File: src/rtl/parking_cost_accum.sv
// rtl/parking_cost_accum.sv - per-minute parking charge engine with programmable rate table
//
// Counts sec_tick pulses during a session and charges the per-minute rate for
// {latched location, band of current hour} at the start of every begun minute.
// Cost is reported as whole cents rounded up, saturating at 2**COST_W-1.
//
// Ports:
//   clk, rst_n                    clock, asynchronous active-low reset
//   sec_tick                      one-cycle pulse per second
//   start, stop, clear            session control pulses
//   loc                           location, latched on an accepted start
//   hour                          current hour (0-23), sampled at each charge
//   cfg_we, cfg_loc, cfg_band     rate-table write strobe and address
//   cfg_whole, cfg_frac           rate: whole cents and hundredths of a cent per minute
//   cost, minutes                 rounded-up cost and minutes charged this session
//   running, sat, bad_hour        in-session flag, sticky saturation, sticky invalid hour
module parking_cost_accum #(
    parameter int LOC_W   = 3,
    parameter int COST_W  = 14,
    parameter int WHOLE_W = 4,
    parameter int MIN_W   = 12
) (
    input  logic               clk,
    input  logic               rst_n,
    input  logic               sec_tick,
    input  logic               start,
    input  logic               stop,
    input  logic               clear,
    input  logic [LOC_W-1:0]   loc,
    input  logic [4:0]         hour,
    input  logic               cfg_we,
    input  logic [LOC_W-1:0]   cfg_loc,
    input  logic [1:0]         cfg_band,
    input  logic [WHOLE_W-1:0] cfg_whole,
    input  logic [6:0]         cfg_frac,
    output logic [COST_W-1:0]  cost,
    output logic [MIN_W-1:0]   minutes,
    output logic               running,
    output logic               sat,
    output logic               bad_hour
);

    localparam int NENT = (2 ** LOC_W) * 4;
    // Wide enough that cents + one rate can never wrap before the saturation test.
    localparam int ACC_W = ((COST_W > WHOLE_W) ? COST_W : WHOLE_W) + 2;
    localparam logic [ACC_W-1:0] COST_MAX = ACC_W'((2 ** COST_W) - 1);

    typedef enum logic [1:0] {IDLE, RUN, STOPPED} state_t;

    state_t              state;
    logic [COST_W:0]     cents;
    logic [6:0]          frac;
    logic [5:0]          sec_cnt;
    logic [LOC_W-1:0]    loc_q;

    logic [WHOLE_W-1:0]  tbl_whole [NENT];
    logic [6:0]          tbl_frac  [NENT];

    function automatic logic [6:0] default_frac(input int idx);
        int band;
        band = idx % 4;
        if (idx < 4) begin
            case (band)
                0:       return 7'd45;
                1:       return 7'd67;
                2:       return 7'd89;
                default: return 7'd45;
            endcase
        end else begin
            case (band)
                0:       return 7'd34;
                1:       return 7'd56;
                2:       return 7'd78;
                default: return 7'd56;
            endcase
        end
    endfunction

    // Charge datapath: next cents/frac and rounded-up cost if the charge is taken.
    logic [1:0]         band;
    logic [LOC_W+1:0]   idx;
    logic [7:0]         frac_sum;
    logic               carry;
    logic [6:0]         frac_nx;
    logic [ACC_W-1:0]   cents_nx;
    logic [ACC_W-1:0]   ceil_nx;
    logic               hour_bad;

    always_comb begin
        band = 2'd3;
        if (hour < 5'd8)       band = 2'd0;
        else if (hour < 5'd13) band = 2'd1;
        else if (hour < 5'd18) band = 2'd2;
        hour_bad = (hour >= 5'd24);
        idx      = {loc_q, band};
        frac_sum = {1'b0, frac} + {1'b0, tbl_frac[idx]};
        carry    = (frac_sum >= 8'd100);
        frac_nx  = carry ? 7'(frac_sum - 8'd100) : frac_sum[6:0];
        cents_nx = ACC_W'(cents) + ACC_W'(tbl_whole[idx]) + ACC_W'(carry);
        ceil_nx  = cents_nx + ACC_W'(frac_nx != 7'd0);
    end

    // Rate table; a write lands after this edge, so a same-cycle charge sees the old rate.
    always_ff @(posedge clk or negedge rst_n) begin
        if (!rst_n) begin
            for (int i = 0; i < NENT; i++) begin
                tbl_whole[i] <= WHOLE_W'(1);
                tbl_frac[i]  <= default_frac(i);
            end
        end else if (cfg_we) begin
            tbl_whole[{cfg_loc, cfg_band}] <= cfg_whole;
            tbl_frac[{cfg_loc, cfg_band}]  <= (cfg_frac > 7'd99) ? 7'd99 : cfg_frac;
        end
    end

    logic take_start;
    assign take_start = start && (state != RUN);

    always_ff @(posedge clk or negedge rst_n) begin
        if (!rst_n) begin
            state    <= IDLE;
            cents    <= '0;
            frac     <= '0;
            sec_cnt  <= '0;
            loc_q    <= '0;
            cost     <= '0;
            minutes  <= '0;
            running  <= 1'b0;
            sat      <= 1'b0;
            bad_hour <= 1'b0;
        end else if (take_start) begin
            state    <= RUN;
            loc_q    <= loc;
            cents    <= '0;
            frac     <= '0;
            sec_cnt  <= '0;
            cost     <= '0;
            minutes  <= '0;
            running  <= 1'b1;
            sat      <= 1'b0;
            bad_hour <= 1'b0;
        end else begin
            case (state)
                RUN: begin
                    if (sec_tick) begin
                        sec_cnt <= (sec_cnt == 6'd59) ? 6'd0 : sec_cnt + 6'd1;
                        if (sec_cnt == 6'd0) begin
                            if (minutes != '1) minutes <= minutes + MIN_W'(1);
                            if (hour_bad) begin
                                bad_hour <= 1'b1;
                            end else if (!sat) begin
                                if (ceil_nx > COST_MAX) begin
                                    cost <= COST_MAX[COST_W-1:0];
                                    sat  <= 1'b1;
                                end else begin
                                    cents <= cents_nx[COST_W:0];
                                    frac  <= frac_nx;
                                    cost  <= ceil_nx[COST_W-1:0];
                                end
                            end
                        end
                    end
                    if (stop) begin
                        state   <= STOPPED;
                        running <= 1'b0;
                    end
                end
                STOPPED: begin
                    if (clear) begin
                        state    <= IDLE;
                        cents    <= '0;
                        frac     <= '0;
                        sec_cnt  <= '0;
                        cost     <= '0;
                        minutes  <= '0;
                        sat      <= 1'b0;
                        bad_hour <= 1'b0;
                    end
                end
                default: ;
            endcase
        end
    end

endmodule

File: config.mk
export PLATFORM = sky130hd
export DESIGN_NAME = parking_cost_accum
export DESIGN_NICKNAME = d
export VERILOG_FILES = /design/src/rtl/parking_cost_accum.sv
export SDC_FILE = /design/constraint.sdc
export NUM_CORES = 1
export LEC_CHECK = 0
export ABC_AREA = 1
export CORE_ASPECT_RATIO = 0.6
export CORE_MARGIN = 2
export CORE_UTILIZATION = 60
export DETAILED_ROUTE_END_ITERATION = 8
export DONT_BUFFER_PORTS = 1
export PLACE_DENSITY = 0.72
export RECOVER_POWER = 100
export SLEW_MARGIN = 20
export SYNTH_ARGS = -nofsm -noshare
export SYNTH_HDL_FRONTEND = slang
export SYNTH_SLANG_ARGS = --single-unit
File: constraint.sdc
create_clock -name clk -period 9 [get_ports clk]
set_input_delay 0.45 -clock clk [delete_from_list [all_inputs] [get_ports clk]]
set_output_delay 0.45 -clock clk [all_outputs]
set_load 0.05 [all_outputs]
==> impl_metrics.tcl, run 1 <==
set metrics [dict create \
    port_buffers 0 \
    async_flop_share_pct 100.0 \
    cp-start-kind "input pin" \
    tightest_slew_ps 1677 \
    pwr-share-clk_pct 27.6 \
    dieHeight_um 147.1 \
    cp.required_ps 9430 \
    grt_pass1_wl_um 92580 \
    io_pins 60 \
    route.detailed.drc 0 \
    cp_max_fo 23 \
    cts_root_buf "clkbuf_16" \
    synth_cell_types 42 \
    critPathMaxStageDelay_ps 490 \
    cts_buffer_depth 3 \
    power.internal_mw 4.167 \
    cts_hold_buf 2 \
    antenna_found_initial 2 \
    cap_violations 1 \
    fp-row-count 52 \
    fin_crit_ps 7392 \
    power_frac_seq_pct 38.7 \
    vias 17733 \
    grt_pass1_vias 16345 \
    combPwrFrac_pct 33.7 \
    crit_arrival_ps 7820 \
    grt_max_degree 415 \
    wl_um 58370 \
    clock_skew_ps 23.79 \
    peakVddDrop_uv 214.6 \
    cts_resized 0 \
    dp_hpwl_um 36880 \
    num_antenna_cells 0 \
    syn_area_um2 20480 \
    power.density_nw_per_um2 306.1 \
    slew_headroom_pct -11.79 \
    numCtsBuffers 41 \
    clock_latency_ps 560 \
    synth_nets 2671 \
    criticalPathCategory "input pin to register" \
    fin_setup_tns_ps 0 \
    whs_ps -405.8 \
    violations "hold timing, capacitance limit, slew limit" \
    synthFlopType "dfrtp_1" \
    vias_per_cell 5.880 \
    critical-path-slowest-cell "clkbuf_1" \
    hp-class "input pin to async pin" \
    cts.htree.levels 2 \
    fin_nets 2579 \
    gp_routability_congestion 0.9376 \
    crit_top_cell "nand2_1" \
    period_share_pct 82.13 \
    ant_nets 0 \
    cts.sinks 414 \
    synthCells 2618 \
    path_clk_slew_ps 60 \
    synth_edf_count 0 \
    ys_ff_latch 414 \
    rsz0062_at_grt "no" \
    switching_share_pct 38.15 \
    worstRegToRegCells 36 \
    status "complete, but fails checks" \
    design.die.area_um2 35670 \
    postCtsSetupBuffers 0 \
    cts_tree "done" \
    switching_power_mw 2.570 \
    avgSynthCellArea_um2 7.823 \
    hold_viol 306 \
    drt_pass1_iterations 7 \
    die_w_um 242.5 \
    detailedRoute.firstIterationViolations 2260 \
    ys_seq_area_share_pct 51.39 \
    p_leak_nw 9.994 \
    max_freq_ghz 0.1353 \
    start_util_pct 60.88 \
    crit_path_end_kind "register" \
    slew_violations 25 \
    setup_viol 0 \
    area_growth_pct 7.466 \
    grtUsageTotal_pct 33.14 \
    detail_route.wl_per_cell_um 19.35 \
    layout-drive-gt1-share_pct 8.878 \
    fp.coreArea_um2 33640 \
    yosys_warnings 0 \
    grt-ovfl-total 0 \
]
-- registers in the layout (all words and copies together) (netlist names), 2 cells and up --
name	count
cost	14
state	2
sec_cnt	6
frac	7
tbl_whole	128
cents	15
minutes	12
tbl_frac	224
loc_q	3
-- power by group through the flow --
stage	logic, mW	registers [mW]	clock network (mW)
floorplan	1.69	2.56	0
global placement	2.19	2.62	0
detailed placement	2.23	2.63	0
CTS	2.24	2.60	1.88
global route	2.56	2.65	1.95
finish	2.27	2.61	1.86
-- final cells by class --
| class | count | area (µm²) |
|---|---|---|
| repair buffers | 23 | 181.4 |
| multi-input cells | 1831 | 8464 |
| fillers | 2906 | 11630 |
| inverters | 215 | 808.3 |
| well taps | 459 | 574.3 |
| clock buffers | 64 | 1264 |
| flip-flops and latches | 414 | 10520 |
| clock inverters | 10 | 192.7 |
-- final timing paths --
path                       slack, ps        endpoint            from
max                             1610       cents[14]         hour[1]
min                             -410  tbl_whole[106]           rst_n
max reg2reg                     2210       cents[14]        loc_q[0]
min reg2reg                      480  tbl_whole[115]  tbl_whole[115]
max in group asynchronous       8280   tbl_whole[61]           rst_n
min in group clk                  10    tbl_whole[4]    cfg_whole[0]
-- routing by layer --
layer | track usage, % | up-vias | part of all wire (%)
met5 | 0 | - | 0
met4 | 8.457 | 0 | 2.3
met3 | 10.28 | 100 | 12
met2 | 45.70 | 826 | 41
met1 | 50.61 | 8461 | 45
li1 | - | 8346 | -
-- worst max-delay path: cells and delay by family --
family	cells	cell delay, ps
AOI/OAI and AO/OA	3	560
xor gates and xnor gates	1	230
adders and majority gates	4	1180
buffers and inverters	6	1330
and+or+nand+nor	28	4030
-- synthesized netlist by cell type (all sizes together), types with 3 or more instances --
cell    number  area (µm²)
nand2      797        3027
o21ai      437        2195
nand3      322        1627
dfrtp      283        7082
inv        205       769.5
dfstp      131        3442
clkbuf     118       442.9
nor2        87       359.1
a21oi       82       414.2
buf         40       208.9
nor3        22       110.1
ha          19       237.7
o211ai      16       120.1
xor2        14       122.6
clkinv      10       37.54
nand4        8       50.05
xnor2        4       35.03
a31oi        3       18.77
fa           3       60.06
-- kinds of logic after synthesis --
logic type / synth area share [%]
XOR/XNOR: 0.7698
buffers and inverters: 7.124
AO/OA/AOI/OAI: 13.75
flip-flops: 51.39
adder cells (fa/ha/maj): 1.454
AND/OR/NAND/NOR: 25.51
-- layout by cell type, fill, tap and decap left out, types with 16 or more instances in the layout --
| master | n |
|---|---|
| a21oi_1 | 82 |
| clkbuf_1 | 18 |
| clkbuf_16 | 42 |
| dfrtp_1 | 283 |
| dfstp_2 | 131 |
| ha_1 | 19 |
| inv_1 | 197 |
| nand2_1 | 790 |
| nand3_1 | 320 |
| nor2_1 | 83 |
| nor3_1 | 22 |
| o211ai_1 | 16 |
| o21ai_0 | 432 |
-- stage by stage --
| step | instance area (µm²) | power (mW) | cells | utilization, % | setup WS [ps] |
|---|---|---|---|---|---|
| 4_1_cts | 22080 | 6.727 | 3016 | 65.66 | 2401 |
| 5_1_grt | 22010 | 7.162 | 3016 | 65.43 | 854.6 |
| 6_report | 22010 | 6.736 | 3016 | 65.43 | 1608 |
| 3_5_place_dp | 20610 | 4.864 | 2940 | 61.27 | 1836 |
| 3_3_place_gp | 20610 | 4.810 | 2940 | 61.27 | 2089 |
| 2_1_floorplan | 20480 | 4.250 | 2618 | - | 3159 |
(Power assumes the default switching activity.)
==> inputs of run 2 (changes only) <==
Settings changed: ABC_AREA 1 to 0, CORE_UTILIZATION 60 to 58.
Clock period 9 ns to 6.22 ns, I/O delays scaled along.
==> impl_metrics.tcl, run 2 <==
set metrics [dict create \
    status "complete, but fails checks" \
    violations "hold timing, slew limit, setup timing" \
    top_register "tbl_frac" \
    start_util_pct 58.72 \
    grt_pass1_wl_um 94100 \
    top_regs "tbl_frac: 224 flops, tbl_whole: 128 flops, cents: 15 flops" \
    yosys_warnings 0 \
    layout_common_cells "nand2_1, dfrtp_1, o21ai_0" \
    cts.htree.levels 2 \
    slew_headroom_pct -0.4527 \
    r2r_end "cents[11]" \
    port_buffers 0 \
    grt-ovfl-total 0 \
    largest_reg_flops 224 \
    worstRegToRegCells 31 \
    crit_path_end_kind "register" \
    ys_seq_area_share_pct 51.38 \
    timing.rr.start "loc_q[0]" \
    synthCells 2094 \
    antenna_found_initial 0 \
    cts_root_buf "clkbuf_16" \
    final_common_cell "nand2_1" \
    critPathTopFamily "compound AO/OA/AOI/OAI gates" \
    num_antenna_cells 0 \
    io_pins 60 \
    setup_viol 27 \
    peakVddDrop_uv 440.7 \
    numCtsBuffers 40 \
    synth_common_cells "nand2_1, dfrtp_1, o21ai_0" \
    die_w_um 246.6 \
    nFillCells 2620 \
    cts.sinks 414 \
    hold_viol 327 \
    fin_crit_ps 6322 \
    wl_um 61770 \
    cp.required_ps 6630 \
    critical-path-slowest-cell "dfrtp_4" \
    synthFlopType "dfrtp_1" \
    ys_ff_latch 414 \
    path_clk_slew_ps 70 \
    tightest_slew_ps 1507 \
    worst-path-buf-inv 7 \
    vias_per_cell 6.345 \
    cts_hold_buf 14 \
    preCtsSetupSlack_ps -464.1 \
    cts_tree "done" \
    cap_violations 0 \
    final_cell_area_um2 23870 \
    fp-row-count 53 \
    synth_top_area_share_pct 34.58 \
    design.die.area_um2 36880 \
    synth_top_area_cell "dfrtp_1" \
    regToRegSetupSlack_ps -100 \
    fp.coreArea_um2 34880 \
    grtUsageTotal_pct 33.47 \
    ys_top_cells_by_area "dfrtp_1, dfstp_2, nand2_1, mux2_2, mux4_2" \
    dieHeight_um 149.6 \
    async_flop_share_pct 100.0 \
    fin_nets 2200 \
    cp-start-kind "register" \
    cts_buffer_depth 3 \
    dpl-instance-area_um2 21700 \
    layout-drive-gt1-share_pct 27.46 \
    criticalPathCategory "register to register" \
    whs_ps -541.7 \
    critPathMaxStageDelay_ps 580 \
    rsz0062_at_grt "yes" \
    drt_pass1_iterations 6 \
    worst_slack_ps -101.7 \
    area_growth_pct 16.56 \
    finalCoreUtilization_pct 68.44 \
    ant_nets 0 \
    avgSynthCellArea_um2 9.781 \
    syn_area_um2 20480 \
    slew_violations 21 \
    synth_edf_count 0 \
    max_freq_ghz 0.1582 \
    detail_route.wl_per_cell_um 23.35 \
    vias 16783 \
    detailedRoute.firstIterationViolations 1838 \
    crit_arrival_ps 6730 \
    grt_max_degree 415 \
    synth_nets 2147 \
    clock_latency_ps 570 \
    post-synth-top-count-cell "nand2_1" \
    period_share_pct 101.6 \
    grt_pass1_vias 16228 \
    gp_routability_congestion 0.9677 \
    dp_hpwl_um 39980 \
    p_leak_nw 10.39 \
    route.detailed.drc 0 \
    hp-class "input pin to async pin" \
    synth_cell_types 71 \
    cp_max_fo 8 \
    power.density_nw_per_um2 486.7 \
    clock_skew_ps 23.84 \
]
-- run 2: changes by cell type after synthesis, moves of 15 or more --
cell	previous run	this run
nand2_1	789	625
and2_1	2	36
mux4_2	0	45
mux2_2	0	101
o21ai_0	431	199
a21oi_1	81	56
xnor2_1	4	19
a311oi_1	0	40
nor2_1	80	60
o31ai_1	0	15
inv_1	198	22
nand3_1	319	39
a211oi_1	0	60
-- run 2: kinds of logic after synthesis --
family | Yosys count | synth area share (%)
and+or+nand+nor | 839 | 17.23
buffers and inverters | 171 | 3.305
DFF | 414 | 51.38
adders and majority gates | 22 | 1.454
muxes | 152 | 10.79
AOI/OAI and AO/OA | 468 | 14.63
xor gates and xnor gates | 28 | 1.197
-- run 2: stage by stage --
stage	std cells	setup TNS [ps]	total power, mW
finish	2645	-1319	11.62
global route	2645	-9313	12.19
CTS	2632	0	10.97
detailed placement	2542	-14020	8.310
global placement	2542	-7354	8.160
floorplan	2094	-5158	6.585
-- run 2: timing repair --
| item | in CTS | in global routing |
|---|---|---|
| setup buffers | 3 | 11 |
| endpoints found under the setup margin | 37 | 37 |
| gates resized for setup | 11 | 80 |
| pin swaps | 1 | 33 |
| gates cloned | 0 | 2 |
| hold endpoints to repair | 612 | 414 |
-- run 2: how the worst max path moves through the flow --
stage,endpoint,cells past startpoint,from
after global routing,cents[11],31,loc_q[0]
final,cents[11],31,loc_q[0]
after floorplan,cents[10],33,hour[1]
after detailed placement,frac[6],30,hour[1]
after global placement,cents[11],27,hour[1]
after CTS,cents[11],26,loc_q[0]
-- run 2: per-layer routing --
| layer | up-vias | track usage [%] | share of wire [%] |
|---|---|---|---|
| li1 | 7413 | - | - |
| met1 | 8466 | 50.15 | 44 |
| met2 | 814 | 45.27 | 41 |
| met3 | 90 | 13.52 | 12 |
| met4 | 0 | 7.681 | 1.7 |
| met5 | - | 0 | 0 |
-- run 2: where the power goes --
part	switching [mW]	internal [mW]	total, mW
clock	1.09	1.43	2.53
sequential	0.520	3.34	3.86
combinational	2.82	2.41	5.23
total	4.43	7.19	11.6
-- run 2: area by class of cell --
type,count,area (µm²),area share [%]
clock buffer,55,1117,4.680
inverter,22,82.58,0.3459
tap,467,584.3,2.448
timing repair buffer,159,1499,6.279
sequential,414,10530,44.10
clock inverter,18,211.5,0.8857
multi-input combinational,1510,9851,41.26
